$ cat config.mk
export PLATFORM = sky130hd
export DESIGN_NAME = instr_fetch
export DESIGN_NICKNAME = d
export VERILOG_FILES = /design/src/rtl/instr_fetch.sv
export SDC_FILE = /design/constraint.sdc
export NUM_CORES = 1
export LEC_CHECK = 0
export ABC_AREA = 1
export CAP_MARGIN = 20
export CORE_MARGIN = 4
export CORE_UTILIZATION = 35
export CTS_CLUSTER_SIZE = 14
export DETAILED_ROUTE_END_ITERATION = 6
export GPL_TIMING_DRIVEN = 1
export HOLD_SLACK_MARGIN = 0.1
export PLACE_DENSITY = 0.68
export SETUP_SLACK_MARGIN = 0.5
export SLEW_MARGIN = 25
export SYNTH_ARGS = -nofsm -noshare
export SYNTH_HDL_FRONTEND = slang
export SYNTH_SLANG_ARGS = --single-unit
$ cat constraint.sdc
create_clock -name clk -period 1.6 [get_ports clk]
set_clock_uncertainty 0.15 [all_clocks]
set_input_delay 0.32 -clock clk [delete_from_list [all_inputs] [get_ports clk]]
set_output_delay 0.32 -clock clk [all_outputs]
set_load 0.005 [all_outputs]
$ cat src/rtl/instr_fetch.sv
// Fetch stage in front of the main control decoder: holds the PC, issues word
// requests to instruction memory, captures the returned word into IR and
// presents its opcode. Handles beq redirect, downstream stall and halts on an
// opcode the decoder does not support.
module instr_fetch #(
    parameter logic [31:0] RESET_PC = 32'h0000_0000,
    parameter logic [31:0] PC_INC   = 32'd4
) (
    input  logic        clk,
    input  logic        rst,
    output logic        imem_req,
    output logic [31:0] imem_addr,
    input  logic        imem_ready,
    input  logic [31:0] imem_rdata,
    input  logic        id_stall,
    input  logic        br_taken,
    input  logic [31:0] br_target,
    output logic [31:0] IR,
    output logic [5:0]  OpCode,
    output logic [31:0] PCplus4,
    output logic        if_valid,
    output logic        if_illegal
);

    typedef enum logic [1:0] {
        BOOT  = 2'd0,
        FETCH = 2'd1,
        HALT  = 2'd2
    } state_t;

    state_t      state;
    state_t      state_next;
    logic [31:0] pc;
    logic [31:0] pc_next;
    logic        capture;
    logic        branch;
    logic        consume;
    logic        illegal;

    // Sequential address; wraps modulo 2^32.
    function automatic logic [31:0] pc_add(input logic [31:0] a);
        return a + PC_INC;
    endfunction

    // Opcodes the decoder understands: R-type, beq, lw, sw.
    function automatic logic is_legal(input logic [5:0] op);
        return (op == 6'd0) || (op == 6'd4) || (op == 6'd35) || (op == 6'd43);
    endfunction

    assign pc_next   = pc_add(pc);
    assign imem_addr = pc;
    assign OpCode    = IR[31:26];

    // Next-state, request and event decode; branch wins over capture.
    always_comb begin
        state_next = state;
        imem_req   = 1'b0;
        capture    = 1'b0;
        branch     = 1'b0;
        illegal    = 1'b0;
        consume    = if_valid & ~id_stall;
        case (state)
            BOOT: begin
                state_next = FETCH;
                branch     = br_taken;
            end
            FETCH: begin
                imem_req = ~(if_valid & id_stall);
                branch   = br_taken;
                capture  = imem_req & imem_ready & ~br_taken;
                illegal  = capture & ~is_legal(imem_rdata[31:26]);
                if (illegal) begin
                    state_next = HALT;
                end
            end
            HALT: begin
                state_next = HALT;
            end
            default: begin
                state_next = BOOT;
            end
        endcase
        if (rst) begin
            imem_req = 1'b0;
        end
    end

    // State register.
    always_ff @(posedge clk) begin
        if (rst) begin
            state <= BOOT;
        end else begin
            state <= state_next;
        end
    end

    // PC, IF/ID register and status flags.
    always_ff @(posedge clk) begin
        if (rst) begin
            pc         <= RESET_PC;
            IR         <= '0;
            PCplus4    <= '0;
            if_valid   <= 1'b0;
            if_illegal <= 1'b0;
        end else if (branch) begin
            pc       <= br_target;
            if_valid <= 1'b0;
        end else if (capture) begin
            IR       <= imem_rdata;
            PCplus4  <= pc_next;
            if_valid <= 1'b1;
            if (illegal) begin
                if_illegal <= 1'b1;
            end else begin
                pc <= pc_next;
            end
        end else if (consume) begin
            if_valid <= 1'b0;
        end
    end

endmodule

==> results of run 1 <==
[sequential cells by signal (all words and copies together), names as in the netlist]
name and flops:
IR 32, if_illegal 1, PCplus4 32, state 2
if_valid 1, imem_addr 32
[routing by layer]
| layer | vias to the layer above | share of wire |
|---|---|---|
| met5 | - | 0 |
| met4 | 0 | 0.021 |
| met3 | 26 | 0.084 |
| met2 | 194 | 0.48 |
| met1 | 2649 | 0.41 |
| li1 | 2878 | - |
[stage by stage]
step / hold slack [ps] / power (mW) / setup WS [ps] / instances
after CTS: 179.2 / 9.870 / -103.6 / 1178
after detailed placement: 294.2 / 6.607 / -583.7 / 1112
after global placement: 288.3 / 6.569 / -564.5 / 1112
after floorplan: 248.5 / 4.726 / 41.70 / 724
after global routing: 194.1 / 10.91 / -276.2 / 1197
final: 187.1 / 10.36 / -178.5 / 1197
[worst max-delay path, delay by kind of cell (launching register included)]
kind / cells / cell delay [ps]
buffers and inverters: 5 / 510
and+or+nand+nor: 3 / 450
AOI/OAI and AO/OA: 1 / 50
adders and majority gates: 1 / 170
DFF: 1 / 330
[cell usage in the layout, fill, tap and decap left out, types with 3 or more instances in the layout]
cell | Yosys | layout
inv_1 | 53 | 48
nand3b_1 | 12 | 12
o21ai_2 | 1 | 3
buf_12 | 0 | 13
nand2_2 | 3 | 15
a21oi_1 | 27 | 23
buf_4 | 11 | 81
o21ai_0 | 72 | 67
dfxtp_4 | 0 | 15
nand3_1 | 31 | 20
nor2_4 | 1 | 17
bufinv_16 | 0 | 3
clkbuf_16 | 0 | 9
a21oi_2 | 0 | 4
clkinv_1 | 10 | 10
o21ai_1 | 8 | 9
nand3_4 | 0 | 3
ha_4 | 0 | 3
nor2_2 | 7 | 16
inv_4 | 0 | 3
dlygate4sd2_1 | 0 | 5
dfxtp_2 | 0 | 85
nand2_4 | 0 | 6
nand2_1 | 153 | 135
inv_2 | 8 | 9
nor2_1 | 140 | 115
o21bai_1 | 16 | 15
clkdlybuf4s50_1 | 0 | 59
buf_2 | 9 | 31
nor3_2 | 1 | 5
o21a_1 | 5 | 5
nand3_2 | 2 | 10
buf_6 | 3 | 124
xnor2_1 | 6 | 4
o211ai_1 | 6 | 6
[layout make-up]
class                   instances  area [um2]  share of cell area
clock buffers                  10       239.0             0.02648
clock inverters                 6       111.4             0.01234
inverters                      71       281.5             0.03120
multi-input cells             512        2869              0.3179
flip-flops and latches        100        2165              0.2399
well taps                     180       225.2             0.02496
repair buffers                318        3133              0.3472
[what timing repair did]
item,CTS,global route
resized for setup,679,79
pin swaps,21,19
setup endpoints to repair,205,205
setup buffers,49,19
cloned,1,0
[power by group through the flow]
stage / sequential (mW) / combinational (mW) / clock, mW
final: 3.35 / 4.42 / 2.59
after global routing: 3.40 / 4.78 / 2.73
after floorplan: 3.36 / 1.36 / 0
after CTS: 3.30 / 3.94 / 2.63
after detailed placement: 3.33 / 3.28 / 0
after global placement: 3.32 / 3.25 / 0
[path summary, 6_finish.rpt]
kind / endpoint / cells after the start / slack, ps / start
hold / removal: IR[27]$_SDFFE_PP0P_ / 4 / 190 / imem_rdata[27]
hold reg to reg: if_illegal$_SDFFE_PP0P_ / 1 / 320 / if_illegal$_SDFFE_PP0P_
setup / recovery: imem_addr[8]$_SDFFE_PP0P_ / 10 / -180 / state[1]$_SDFFE_PP0P_
setup reg to reg: imem_addr[8]$_SDFFE_PP0P_ / 10 / -180 / state[1]$_SDFFE_PP0P_
[cells by family after synthesis]
kind of cell	count (synthesis)	synth area share
simple gates	357	0.3020
compound gates	139	0.1578
buf+inv	112	0.1008
flops	100	0.4071
xor+xnor	9	0.01603
fa+ha+maj	4	0.01018
mux	3	0.006107
==> flow_metrics.env, run 1 <==
export IMPL_cts_tree="done"
export IMPL_ys_seq_area_frac=0.4071
export IMPL_grt_usage=0.2194
export IMPL_grt_use_met3=0.07537
export IMPL_clkTransAtPathRegs_ps=70
export IMPL_core_area_um2=13830
export IMPL_p_int_mw=7.077
export IMPL_finalCriticalPeriod_ps=1779
export IMPL_placed_area_um2=7503
export IMPL_die_w_um=126.5
export IMPL_drive_gt1_frac=0.4631
export IMPL_critPathMaxFanout=7
export IMPL_syn_area_um2=4917
export IMPL_synthTopCellsByCount="nand2_1, nor2_1, dfxtp_1"
export IMPL_clock_sinks=100
export IMPL_comb_power_share=0.427
export IMPL_netlist_area_leader_share=0.4071
export IMPL_num_vias=5747
export IMPL_worst_hold_path_type="in -> reg"
export IMPL_worstSetupPathType="reg -> reg"
export IMPL_grt_pass1_vias=5759
export IMPL_synth_top_area_cell="dfxtp_1"
export IMPL_setup_tns_ps=-6323
export IMPL_worst_pin_slew_ps=335.5
export IMPL_vias_per_cell=4.801
export IMPL_slew_violations=0
export IMPL_clockPowerShare=0.250
export IMPL_power_density_nw_per_um2=1149
export IMPL_fin_area_um2=9024
export IMPL_busiest_layer="met2"
export IMPL_p_leak_nw=4.173
export IMPL_setup_worst_path_end_class="register"
export IMPL_drtAntennaViolNets=0
export IMPL_synth_most_common_cell="nand2_1"
export IMPL_clock_path_buffers=2
export IMPL_worst_slack_ps=-178.5
export IMPL_ys_seq_elements=100
export IMPL_gr_usage_met2=0.3702
export IMPL_dr_pass1_iters=5
export IMPL_place_gp_congestion=0.8861
export IMPL_area_growth_pct=83.51
export IMPL_ys_types=33
export IMPL_clk_latency_ps=360
export IMPL_swShare=0.3172
export IMPL_synth_edf_count=0
export IMPL_outcome="complete, but fails checks"
export IMPL_numPortBuffers=173
export IMPL_startpoint_type="register"
export IMPL_die_area_um2=16010
export IMPL_drv_cap=0
export IMPL_grt_max_degree=22
export IMPL_grt_pass1_wl_um=28300
export IMPL_cts_htree_levels=3
export IMPL_antennaDiodeCount=0
export IMPL_peakVddDrop_mv=0.6966
export IMPL_cts_hold_buf=0
export IMPL_drt_total_wl_um=18200
export IMPL_initial_core_util=0.3556
export IMPL_seqPwrFrac=0.323
export IMPL_min_period_over_period=1.112
export IMPL_dp_hpwl_um=12530
export IMPL_switchingPower_mw=3.287
export IMPL_grt_setup_unrepaired="true"
export IMPL_drc=0
export IMPL_use_met1=0.2587
export IMPL_finish_utilization=0.6526
export IMPL_synth_ff_type="dfxtp_1"
export IMPL_fmax_mhz=562.3
export IMPL_overflow=0
export IMPL_syn_num_nets=797
export IMPL_wl_per_cell_um=15.20
export IMPL_path_cells="inv_2 > ha_4 > inv_4 > buf_6 > nor2_4 > nand3_4 > nand2_4 > buf_8 > buf_4 > a21oi_2"
export IMPL_die_y_um=126.5
export IMPL_violations="setup timing"
export IMPL_nFillCells=1168
export IMPL_synthCells=724
export IMPL_num_rows=43
export IMPL_clock_tree_root_cell="clkbuf_16"
export IMPL_layout_nets=1085
export IMPL_finalHoldViolations=0
export IMPL_ys_top_cells_by_area="dfxtp_1, nand2_1, nor2_1, o21ai_0, inv_1"
export IMPL_cp_arrival_ps=1870
export IMPL_cts_buffers=9
export IMPL_critPathSlowestCell="dfxtp_2"
export IMPL_critPathMaxStageDelay_ps=330
export IMPL_setup_violations=86
export IMPL_pin_count=174
export IMPL_syn_area_per_cell_um2=6.792
export IMPL_drt_iter0_drc=348
export IMPL_yosys_warnings=0
export IMPL_async_flop_share=0
export IMPL_max_slew_margin_rel=0.7761
export IMPL_antenna_found_initial=0
export IMPL_required_ps=1690
Power figures use the tool's default switching activity.
==> run 2: changes to the inputs <==
- SKIP_CTS_REPAIR_TIMING: not set -> 1
==> flow_metrics.env, run 2 (synthesized netlist as in run 1, its figures left out) <==
export IMPL_outcome="complete, but fails checks"
export IMPL_violations="setup timing"
export IMPL_setup_worst_path_end_class="output pin"
export IMPL_slew_violations=0
export IMPL_antenna_found_initial=1
export IMPL_layout_common_cells="nand2_1, nor2_1, buf_6, dfxtp_2, o21ai_0"
export IMPL_dp_hpwl_um=12530
export IMPL_fin_area_um2=8479
export IMPL_fmax_mhz=572.6
export IMPL_cp_arrival_ps=1280
export IMPL_layout_nets=1047
export IMPL_drc=0
export IMPL_clock_tree_root_cell="clkbuf_16"
export IMPL_num_vias=5508
export IMPL_area_growth_pct=72.44
export IMPL_place_ws_ps=-583.7
export IMPL_worst_hold_path_type="in -> reg"
export IMPL_place_gp_congestion=0.8861
export IMPL_grt_max_degree=31
export IMPL_startpoint_type="register"
export IMPL_setup_violations=90
export IMPL_drv_cap=0
export IMPL_placed_area_um2=7503
export IMPL_core_area_um2=13830
export IMPL_clock_sinks=100
export IMPL_die_w_um=126.5
export IMPL_grt_usage=0.2026
export IMPL_mostFrequentLayoutCell="nand2_1"
export IMPL_finalCriticalPeriod_ps=1746
export IMPL_worst_pin_slew_ps=318.1
export IMPL_clkTransAtPathRegs_ps=70
export IMPL_finalHoldViolations=0
export IMPL_initial_core_util=0.3556
export IMPL_drtAntennaViolNets=0
export IMPL_overflow=0
export IMPL_worst_slack_ps=-146.3
export IMPL_required_ps=1130
export IMPL_clk_latency_ps=360
export IMPL_num_rows=43
export IMPL_peakVddDrop_mv=0.6775
export IMPL_pin_count=174
export IMPL_critPathMaxFanout=3
export IMPL_dr_pass1_iters=4
export IMPL_cts_htree_levels=3
export IMPL_drive_gt1_frac=0.4229
export IMPL_grt_pass1_wl_um=26050
export IMPL_die_area_um2=16010
export IMPL_cts_tree="done"
export IMPL_clock_path_buffers=2
export IMPL_vias_per_cell=4.748
export IMPL_p_leak_nw=3.926
export IMPL_max_slew_margin_rel=0.7877
export IMPL_worstSetupPathType="reg -> out"
export IMPL_numPortBuffers=173
export IMPL_drt_iter0_drc=372
export IMPL_cts_buffers=9
export IMPL_power_density_nw_per_um2=1158
export IMPL_die_y_um=126.5
export IMPL_grt_pass1_vias=5236
export IMPL_grt_setup_unrepaired="true"
export IMPL_drt_total_wl_um=17120
export IMPL_wl_per_cell_um=14.76
export IMPL_min_period_over_period=1.091
-- run 2: area by class of cell --
type	count	area, um2
Sequential cell	100	2177
Clock inverter	6	111.4
Timing Repair Buffer	280	2683
Antenna cell	1	2.502
Clock buffer	10	239.0
Inverter	71	281.5
Fill cell	1242	5348
Multi-Input combinational cell	512	2760
Tap cell	180	225.2
-- run 2: final timing paths --
path	startpoint	slack (ps)	cells past startpoint	to
max	state[1]$_SDFFE_PP0P_	-150	5	imem_req
min reg2reg	if_illegal$_SDFFE_PP0P_	320	1	if_illegal$_SDFFE_PP0P_
min	imem_rdata[28]	100	3	IR[28]$_SDFFE_PP0P_
max reg2reg	state[1]$_SDFFE_PP0P_	-150	10	PCplus4[21]$_SDFFE_PP0P_
-- run 2: metrics by stage --
| step | utilization | total power, mW | setup TNS (ps) | cells | hold WS, ps |
|---|---|---|---|---|---|
| floorplan | - | 4.726 | 0 | 724 | 248.5 |
| global placement | 0.5427 | 6.569 | -40880 | 1112 | 288.3 |
| detailed placement | 0.5427 | 6.607 | -43500 | 1112 | 294.2 |
| CTS | 0.5680 | 9.207 | -22140 | 1128 | 313.2 |
| global route | 0.6132 | 10.36 | -16470 | 1160 | 128.4 |
| finish | 0.6132 | 9.820 | -6769 | 1160 | 95.56 |
-- run 2: report_power, final --
part	total, mW	switching, mW	internal (mW)
sequential	3.40	0.370	3.03
combinational	3.83	1.72	2.11
clock	2.59	1.02	1.57
total	9.82	3.11	6.71
-- run 2: layer usage --
| layer | part of all wire | up-vias | GRT usage |
|---|---|---|---|
| met2 | 0.47 | 166 | 0.3313 |
| met5 | 0 | - | 0 |
| met4 | 0.018 | 0 | 0.06688 |
| met1 | 0.42 | 2517 | 0.2488 |
| li1 | - | 2803 | - |
| met3 | 0.088 | 22 | 0.07200 |
-- run 2: worst max-delay path, cell delays in order, from the launching register on --
cell	delay (ps)
dfxtp_2	320
inv_2	80
ha_4	170
inv_4	40
nor3_2	160
buf_2	140
